--- src/rtl/game_ctrl.sv ---
// Whack-a-mole round sequencer: lights one LFSR-chosen mole per round, scores hits,
// and paces rounds with an external countdown timer.
module game_ctrl #(
  parameter int         NUM_MOLES = 4,
  parameter int         ROUNDS    = 8,
  parameter int         SCORE_W   = 4,
  parameter logic [7:0] LFSR_SEED = 8'hA5
) (
  input  logic                 clk,
  input  logic                 rst_n,
  input  logic                 start,
  input  logic [NUM_MOLES-1:0] btn,
  input  logic                 timer_running,
  input  logic                 timer_timeout,
  output logic                 timer_load,
  output logic [NUM_MOLES-1:0] mole,
  output logic [SCORE_W-1:0]   score,
  output logic [3:0]           round,
  output logic                 busy,
  output logic                 done
);

  localparam int                 IDX_W      = $clog2(NUM_MOLES);
  localparam logic [SCORE_W-1:0] SCORE_MAX  = {SCORE_W{1'b1}};
  localparam logic [SCORE_W-1:0] SCORE_ONE  = SCORE_W'(1);
  localparam logic [3:0]         ROUND_LAST = 4'(ROUNDS - 1);

  typedef enum logic [2:0] {
    IDLE   = 3'd0,
    LOAD   = 3'd1,
    ARM    = 3'd2,
    ACTIVE = 3'd3,
    GAP    = 3'd4,
    DONE   = 3'd5
  } state_t;

  state_t               state_r, state_s;
  logic [7:0]           lfsr_r;
  logic [IDX_W-1:0]     idx_r;
  logic [SCORE_W-1:0]   score_r, score_s;
  logic [3:0]           round_r, round_s;
  logic [NUM_MOLES-1:0] mole_s;
  logic                 hit_s;

  // x^8+x^6+x^5+x^4+1 Fibonacci step; a non-zero state never maps to zero
  function automatic logic [7:0] lfsr_next(input logic [7:0] v);
    return {v[6:0], v[7] ^ v[5] ^ v[4] ^ v[3]};
  endfunction

  // Lit mole is decoded from registered state and index only
  always_comb begin
    mole_s = '0;
    if (state_r == ACTIVE) begin
      mole_s = NUM_MOLES'(1) << idx_r;
    end else begin
      mole_s = '0;
    end
  end

  assign hit_s = |(btn & mole_s);

  // Next-state, score and round logic
  always_comb begin
    state_s = state_r;
    score_s = score_r;
    round_s = round_r;
    case (state_r)
      IDLE, DONE: begin
        if (start) begin
          score_s = '0;
          round_s = 4'd0;
          state_s = LOAD;
        end else begin
          state_s = state_r;
        end
      end
      LOAD: state_s = ARM;
      ARM: begin
        // timeout is stale here until the reload takes effect, so only running matters
        if (timer_running) begin
          state_s = ACTIVE;
        end else begin
          state_s = ARM;
        end
      end
      ACTIVE: begin
        if (hit_s) begin
          state_s = GAP;
          if (score_r != SCORE_MAX) begin
            score_s = score_r + SCORE_ONE;
          end else begin
            score_s = score_r;
          end
        end else if ((btn != '0) || timer_timeout) begin
          state_s = GAP;
        end else begin
          state_s = ACTIVE;
        end
      end
      GAP: begin
        if (round_r == ROUND_LAST) begin
          state_s = DONE;
        end else begin
          round_s = round_r + 4'd1;
          state_s = LOAD;
        end
      end
      default: state_s = IDLE;
    endcase
  end

  // State, score, round and mole index registers
  always_ff @(posedge clk or negedge rst_n) begin
    if (!rst_n) begin
      state_r <= IDLE;
      score_r <= '0;
      round_r <= 4'd0;
      idx_r   <= '0;
    end else begin
      state_r <= state_s;
      score_r <= score_s;
      round_r <= round_s;
      if (state_r == LOAD) begin
        idx_r <= lfsr_r[IDX_W-1:0];
      end else begin
        idx_r <= idx_r;
      end
    end
  end

  // Free-running mole selector
  always_ff @(posedge clk or negedge rst_n) begin
    if (!rst_n) begin
      lfsr_r <= LFSR_SEED;
    end else begin
      lfsr_r <= lfsr_next(lfsr_r);
    end
  end

  assign timer_load = (state_r == LOAD);
  assign mole       = mole_s;
  assign score      = score_r;
  assign round      = round_r;
  assign busy       = (state_r != IDLE) && (state_r != DONE);
  assign done       = (state_r == DONE);

endmodule

--- config.mk ---
export PLATFORM = sky130hd
export DESIGN_NAME = game_ctrl
export DESIGN_NICKNAME = d
export VERILOG_FILES = /design/src/rtl/game_ctrl.sv
export SDC_FILE = /design/constraint.sdc
export NUM_CORES = 1
export LEC_CHECK = 0
export BUFFER_PORTS_ARGS = -buffer_cell sky130_fd_sc_hd__buf_2
export CORE_ASPECT_RATIO = 1.25
export CORE_MARGIN = 5
export CORE_UTILIZATION = 30
export CTS_CLUSTER_DIAMETER = 100
export DETAILED_ROUTE_END_ITERATION = 10
export PLACE_DENSITY = 0.55
export SLEW_MARGIN = 15
export SYNTH_ARGS = -nofsm -noshare
export SYNTH_HDL_FRONTEND = slang
export SYNTH_SLANG_ARGS = --single-unit
--- constraint.sdc ---
create_clock -name clk -period 1.9 [get_ports clk]
set_input_delay 0.095 -clock clk [delete_from_list [all_inputs] [get_ports clk]]
set_output_delay 0.095 -clock clk [all_outputs]
set_load 0.01 [all_outputs]
==> results.md, run 1 <==
Worst setup path:
- The number of cells on the critical path is 3.
- The count of buffer and inverter cells on the critical path is 1.
- The worst flop-to-flop path startpoint is idx_r[0].
- The worst setup path is launched from a flip-flop.
- The slowest stage of the critical path belongs to the cell dfrtp_1.
- The worst endpoint required time is between 1500 and 2000 ps.
- The slack of the worst reg-to-reg path is about 330 ps.
- Among cell families on the critical path, the largest total delay comes from simple AND/OR/NAND/NOR gates.
- In this run the critical register-to-register path is captured at score[3].
- In this design, the stage delay of the slowest critical-path cell is 520 ps.
- The worst register-to-register path has a depth of 3.
- The critical path goes through and3b_1, nor3b_1, buf_2.
- The capture point of the worst path is mole[0].
- The worst setup path is captured at a primary output.
- The launch point of the worst path is state_r[1].
- The setup path with the least slack is of type flip-flop to primary output.
- In this run the worst path has a maximum fanout of 10.
- At the worst endpoint, the arrival time is 1500 ps.

Pwr:
- The net switching component of the power is a little under 500 uW.
- The analysis attributes to cell leakage a power of roughly 0.0006 uW.
- The worst-case IR drop observed on VDD is approximately 0.00053 V.
- For this design the ratio of total power to cell area is approximately 1100 mW/mm^2.
- Cell internal power was estimated by the tool at between 800 and 900 uW.
- Per report_power, the combinational group accounts for about a third of the total.
- The total design power is approximately 1300 uW.
- The sequential cell fraction of total power is a little under half.
- The clock network burns around 22% of the power.
- The share of total power consumed by net switching is ~37%.

Routing:
- After the first detailed-routing iteration, the DRC count stood at 12.
- The average detailed-routed wire length per instance is 12.86 um.
- The detail route stage leaves a number of antenna-violating nets equal to 0.
- The first TritonRoute pass finished after 4 iterations.
- The via total after detailed routing is about 780.
- Dividing the detail-routed via count by the number of cells gives about 5.
- After detailed routing, the total wire length is 2006 um.
- For this run, design rule violations remaining after detail routing come to 0.

Synthesis:
- For this run, the leading register cell type out of synthesis is dfrtp_1.
- The count of unique library cells instantiated by Yosys is 38.
- Counting every instance in the synthesized netlist gives 95.
- The synthesized area divided by synthesized cell count is ~11 sq um.
- Summed over all instances, the cell type with the most area after synthesis is dfrtp_1.
- The synthesized flop and latch total is 21.
- Sequential elements use between 50 and 60% of the synthesized area.
- The Yosys warning count is 0.
- Yosys mapped a number of flops with a built-in enable equal to 0.
- After synthesis, the most frequently instantiated cells are dfrtp_1 (17), o21ai_0 (8), nand2_1 (7).
- The total nets after synthesis is about 110.
- dfrtp_1 is the most common cell in the netlist.
- In the post-synthesis netlist, the biggest area contributors are dfrtp_1 (41%), dfstp_2 (10%), o21ai_0 (3.9%).
- The fraction of synthesized cell area taken by the top area cell type is 41.06%.
- After synthesis, the share of flip-flops with an asynchronous set or reset is 100.0%.
- The post-synth design cell area is between 0.001 and 0.0015 sq mm.

Global route:
- Global routing used 8.582% of the available tracks across all layers.
- The number of antenna violations at the first check in global routing is 0.
- Entering global routing, the biggest net connects 22 pins.
- The via count of the first global-routing pass is just over 700.
- Summed over all layers, the global routing overflow is 0.
- The first global-routing pass estimated approximately 3200 um of wire.

STA:
- The worst slew margin relative to its limit is about 70%.
- After routing, the total negative slack on setup checks comes to 0 ps.
- The worst path in the final design needs a cycle of around 1600 ps, including I/O delays and setup.
- The total setup violations reported at the end of the flow is 0.
- At the pin with the least slew margin, the transition time is roughly 450 ps.
- On the final layout, the worst clock skew is roughly 6.4 ps.
- Of the available clock period, the critical path in the final layout requires about 84%.
- The total count of hold-check failures in the final report is 0.
- The max-slew violation total from the final report is 0.
- The achievable frequency is roughly 0.63 GHz.
- Setup repair after global routing left no endpoint under its margin.

CTS:
- Once the clock tree was built, the resizer swapped 0 gates to a different size.
- The clock tree from TritonCTS is yes.
- The clock input transition at the sequential cells of the worst setup and hold paths is 70 ps.
- The count of H-tree levels built during CTS is 1.
- The number of sinks on the clock net is 21.
- Clock latency on the worst-skew pair, taken at its later pin, is between 200 and 300 ps.
- The clock passes through at most 2 buffers.
- Counting the buffers created by CTS gives 3.
- In this run the clock root is driven by a clkbuf_8.

Hold path:
- The worst min-delay path category is input pin to flip-flop.
- The number of cells on the worst hold path is 3.
- The worst hold path begins at btn[0].

Die:
- The total die area is about 0.0047 sq mm.
- The width of the chip is approximately 63 um.
- The floorplan has 23 rows.
- The area of the core region is around 0.0033 sq mm.
- 24 I/O pins were placed.
- Once the floorplan was initialized, standard cells occupied a little under a third of the core.
- The die boundary height is roughly 76 um.

Finish:
- From synthesis to final layout, the design area changed by 18.72%.
- The fraction of layout instances using a drive strength above 1 is between 30% and 40%.
- The net count of the finished layout is 131.
- The count of antenna diodes in the layout is 0.

Job:
- The number of violations of the max-capacitance limit is 0.

Placement:
- Routability-driven placement finished with a final weighted congestion of 0.8211.
- The count of buffers added on input and output ports is 23.
- Detailed placement finished with a half-perimeter wire length of ~1500 um.

Run status:
- The run finished with clean final reports.
[state kept, by name, summed over array words and instances (netlist names)]
signal and cells:
idx_r 2, round 4, state_r 3, score 4, lfsr_r 8
[worst min-delay path, cell delays in order]
cell and delay, ps:
buf_2 90, o21ai_0 90, nand2_1 60
[timing repair]
| item | CTS | global route |
|---|---|---|
| hold endpoints to repair | 17 | 0 |
| setup buffers | 0 | 0 |
| hold buffers | 1 | 0 |
[logic make-up (layout without fill, tap and decap cells)]
| logic type | Yosys count | in the layout | share of synthesized area [%] |
|---|---|---|---|
| AO/OA/AOI/OAI | 16 | 16 | 10.02 |
| XOR/XNOR | 3 | 3 | 2.537 |
| adder cells (fa/ha/maj) | 2 | 2 | 2.415 |
| buffers and inverters | 10 | 34 | 4.709 |
| flip-flops | 21 | 21 | 51.21 |
| multiplexers | 4 | 4 | 5.314 |
| AND/OR/NAND/NOR | 39 | 39 | 23.79 |
[cell type report]
| cell class | count | area, sq um |
|---|---|---|
| clock buffer | 3 | 41.29 |
| clock inverter | 1 | 7.507 |
| fill | 341 | 2051 |
| inverter | 6 | 22.52 |
| multi-input combinational | 64 | 456.7 |
| sequential | 21 | 530.5 |
| tap | 37 | 46.29 |
| timing repair buffer | 24 | 125.1 |
[power by group through the flow]
stage / logic, uW / registers, uW / clock network [uW]
after CTS: 428 / 607 / 304
after floorplan: 380 / 557 / 0
after global placement: 418 / 609 / 0
final: 421 / 609 / 292
after global routing: 483 / 621 / 325
after detailed placement: 426 / 615 / 0
[stage by stage]
stage	worst slack, ps	instance area (sq um)	hold slack [ps]	std cells	util, %
detailed placement	352.5	1171	76.47	151	35.70
CTS	291.0	1230	104.4	156	37.49
finish	303.7	1230	113.1	156	37.49
floorplan	426.5	1036	-200.6	95	-
global route	176.1	1230	132.0	156	37.49
global placement	397.8	1171	63.55	151	35.70
[cells in the final DEF, fill, tap and decap left out, types with 2 or more instances in the layout]
cell,instances
a21oi_1,4
buf_2,23
clkbuf_8,3
dfrtp_1,17
dfstp_2,4
ha_1,2
inv_1,6
mux2_2,2
nand2_1,7
nand3_1,5
nor2_1,4
nor2b_1,2
nor3_1,2
nor3b_1,2
o21ai_0,8
or3_1,3
or4_1,2
xnor2_1,2
[worst min-delay path by stage]
stage | end
global route | state_r[2]
detailed placement | round[3]
floorplan | idx_r[0]
CTS | state_r[2]
global placement | round[1]
finish | state_r[2]
[routing by layer]
| layer | wire length [um] | up-vias | global-route usage [%] |
|---|---|---|---|
| met3 | 120 | 2 | 2.507 |
| met4 | 10 | 0 | 3.538 |
| met5 | 0 | - | 0 |
| met2 | 896 | 21 | 13.94 |
| li1 | - | 381 | - |
| met1 | 979 | 377 | 10.83 |
Note: power is estimated with default switching activity, not from simulation.
==> run 2: changes to the inputs <==
clock period = 1.55 ns   (was 1.9 ns; I/O delays follow)
==> results.md, run 2 (same netlist as run 1, synthesis figures left out) <==
STA:
- The total count of hold-check failures in the final report was 0.
- The post-route setup TNS is 0 ps.
- Headroom to the max-slew limit came out at approximately 68%.
- The worst path uses 96.22% of the clock period.
- The clock arrives with a little under 3 ps of skew.
- The post-layout minimum cycle time is between 1000 and 1500 ps.
- The final critical-path setup slack is slightly below 60 ps.
- Hold timing on the final database bottoms out at a slack of between 60 and 70 ps.
- Setup repair after global routing could not meet its margin everywhere.
- The total setup violations reported at the end of the flow is 0.
- The achievable frequency is between 0.6 and 0.7 GHz.
- The transition at the pin with the smallest max-transition slack is about 480 ps.
- The max-slew violation total from the final report came to 0.

Placement:
- OpenSTA, run right after detailed placement, puts the worst setup slack at 72.21 ps.
- Input and output buffers added on the ports amount to 23.
- Including well taps, the total number of placed cells is around 160.
- At the end of routability-driven placement, the weighted congestion stood at 0.7284.
- Summed over all nets, the half-perimeter wirelength after detailed placement is 1560 um.

Routing:
- The average via count per standard cell is between 4 and 5.
- The post-detailed-route count of antenna-violating nets is 0.
- The detailed router placed 797 vias in this run.
- In this run, the number of DRC markers left after iteration 0 of detailed routing was 21.
- After detailed routing, the total wire length is 2123 um.
- After detailed routing, the average wire length per cell comes to 13.02 um.
- After detailed routing, the number of remaining DRC violations is 0.
- The number of detailed-route iterations in the first pass is 5.

Worst setup path:
- The sort of element at the end of the critical path is a primary output.
- The cell family contributing the most delay on the critical path is simple AND/OR/NAND/NOR gates.
- The startpoint identified for the worst register-to-register timing path is state_r[1].
- Counting buffers and inverters, the worst setup path is 3 cells deep.
- Of all nets on the critical path, the largest fanout is 10.
- By startpoint and endpoint, the worst setup path is classified as flip-flop to primary output.
- Among all stages on the critical path, the largest delay is contributed by dfrtp_2.
- The launch point of the worst path is state_r[0].
- The capturing point of the worst reg2reg path is round[3].
- Data on the critical path arrives at its endpoint at 1410 ps.
- Together, buffers and inverters on the worst path number 1.
- The signal on the critical path passes through nor2b_1, or3_4, buf_2.
- The worst register-to-register path has a setup slack of approximately 100 ps.
- In this design, the stage delay of the slowest critical-path cell is around 470 ps.
- For the worst setup path, the data required time is ~1500 ps.
- The count of cells along the worst register-to-register path is 4.
- In this run the worst setup path terminates at busy.
- The kind of launch point of the worst setup path is a flip-flop.

CTS:
- CTS built an H-tree with a depth of 1.
- The clock root buffer master is clkbuf_8.
- For this design, the sink count on the clock tree is 21.
- The clock reaches the later pin of the worst-skew pair after 260 ps.
- Clock-pin slew was measured on the worst setup and hold paths at around 80 ps.
- The TritonCTS buffer count is 3.
- No sink is reached through more buffers than the 2 on the longest clock path.
- TritonCTS built the clock tree.

Finish:
- The library cells used most frequently in the layout, excluding fill and tap cells, are buf_2 (23), dfrtp_1 (15), o21ai_0 (8), nand2_1 (7), buf_4 (7).
- The commonest non-fill, non-tap cell in the layout is buf_2.
- The register with the most flip-flops in the layout has 8 of them.
- The total of fill cells in the finished design is roughly 350.
- The number of antenna diodes in the final layout is 0.
- The fraction of layout instances using a drive strength above 1 is between 40 and 50%.
- Relative to the synthesized area, the layout overhead comes to 25.48%.
- Once layout is complete, the cells apart from fillers number about 160.
- More flip-flops sit in one register than any other, and that register is lfsr_r.
- The layout net count is approximately 140.

Global route:
- The number of antenna violations at the first check in global routing is 0.
- The first global-routing pass estimated around 3800 um of wire.
- The pin count of the biggest net entering global routing is 22.
- The combined global-route utilization of all metal layers is approximately 10%.
- The overflow left after global routing is 0.
- The via count of the first global-routing pass is 800.

Die:
- The area of the core region is ~0.0033 sq mm.
- In this run the horizontal extent of the chip is 62.56 um.
- The boundary pin count is 24.
- The floorplan has 23 rows.
- The initial core utilization is between 30% and 40%.
- The die covers around 0.0047 sq mm.
- Measured along the y axis, the die boundary spans approximately 76 um.

Pwr:
- The power per cell area is 1359 mW/mm^2.
- The analysis attributes to cell leakage a power of roughly 0.00064 uW.
- The total design power is about 1800 uW.
- The worst ir drop on vdd is between 0.0009 and 0.001 V.

Job:
- Max-cap violations in this run came to 0.

Hold path:
- The worst min-delay path category is input pin to flip-flop.

Run status:
- The run finished with clean final reports.
## run 2: cell types whose count changed in the layout (fill, tap and decap cells not counted), sizes merged
| cell | delta |
|---|---|
| buf | +7 |
## run 2: layer usage
metal,vias up,wire length [um],track usage [%],part of all wire (%)
li1,397,-,-,-
met4,0,36,4.245,1.7
met1,374,993,12.20,47
met3,4,174,5.015,8.2
met2,22,919,15.78,43
met5,-,0,0,0
## run 2: layout make-up
class / count / area, sq um / area share [%]
flip-flops and latches: 21 / 533.0 / 41.00
clock buffers: 3 / 41.29 / 3.176
inverters: 6 / 22.52 / 1.732
repair buffers: 31 / 177.7 / 13.67
multi-input cells: 64 / 471.7 / 36.28
well taps: 37 / 46.29 / 3.561
clock inverters: 1 / 7.507 / 0.5775
## run 2: worst min-delay path by stage
stage            from         end  slack [ps]  cells past startpoint
2_1_floorplan   rst_n    idx_r[0]        -220                      0
3_5_place_dp    rst_n    round[3]          60                      1
6_report       btn[0]  state_r[2]          70                      3
5_1_grt        btn[0]  state_r[2]          80                      3
3_3_place_gp    rst_n    round[1]          50                      1
4_1_cts        btn[0]  state_r[2]          60                      3
## run 2: repair_timing
action	4_1_cts	5_1_grt
hold buffers	1	0
endpoints found under the setup margin	3	5
hold endpoints to repair	17	0
resized for setup	3	2
gates cloned	0	0
buffers inserted	0	3
## run 2: per-stage QoR
step / utilization (%) / cell area (sq um)
after global placement: 36.61 / 1201
after floorplan: - / 1036
final: 39.63 / 1300
after global routing: 39.63 / 1300
after detailed placement: 36.61 / 1201
after CTS: 38.52 / 1264
## run 2: power breakdown
group | internal, uW | total, uW | switching, uW
Sequential | 624 | 722 | 98.3
Clock | 182 | 372 | 190
Combinational | 324 | 673 | 348
## run 2: worst reg2reg max path, cell delays in order (launching register included)
cell and delay, ps:
dfrtp_1 440, nor4b_2 380, a31oi_4 90, or3_1 330, a21oi_1 140
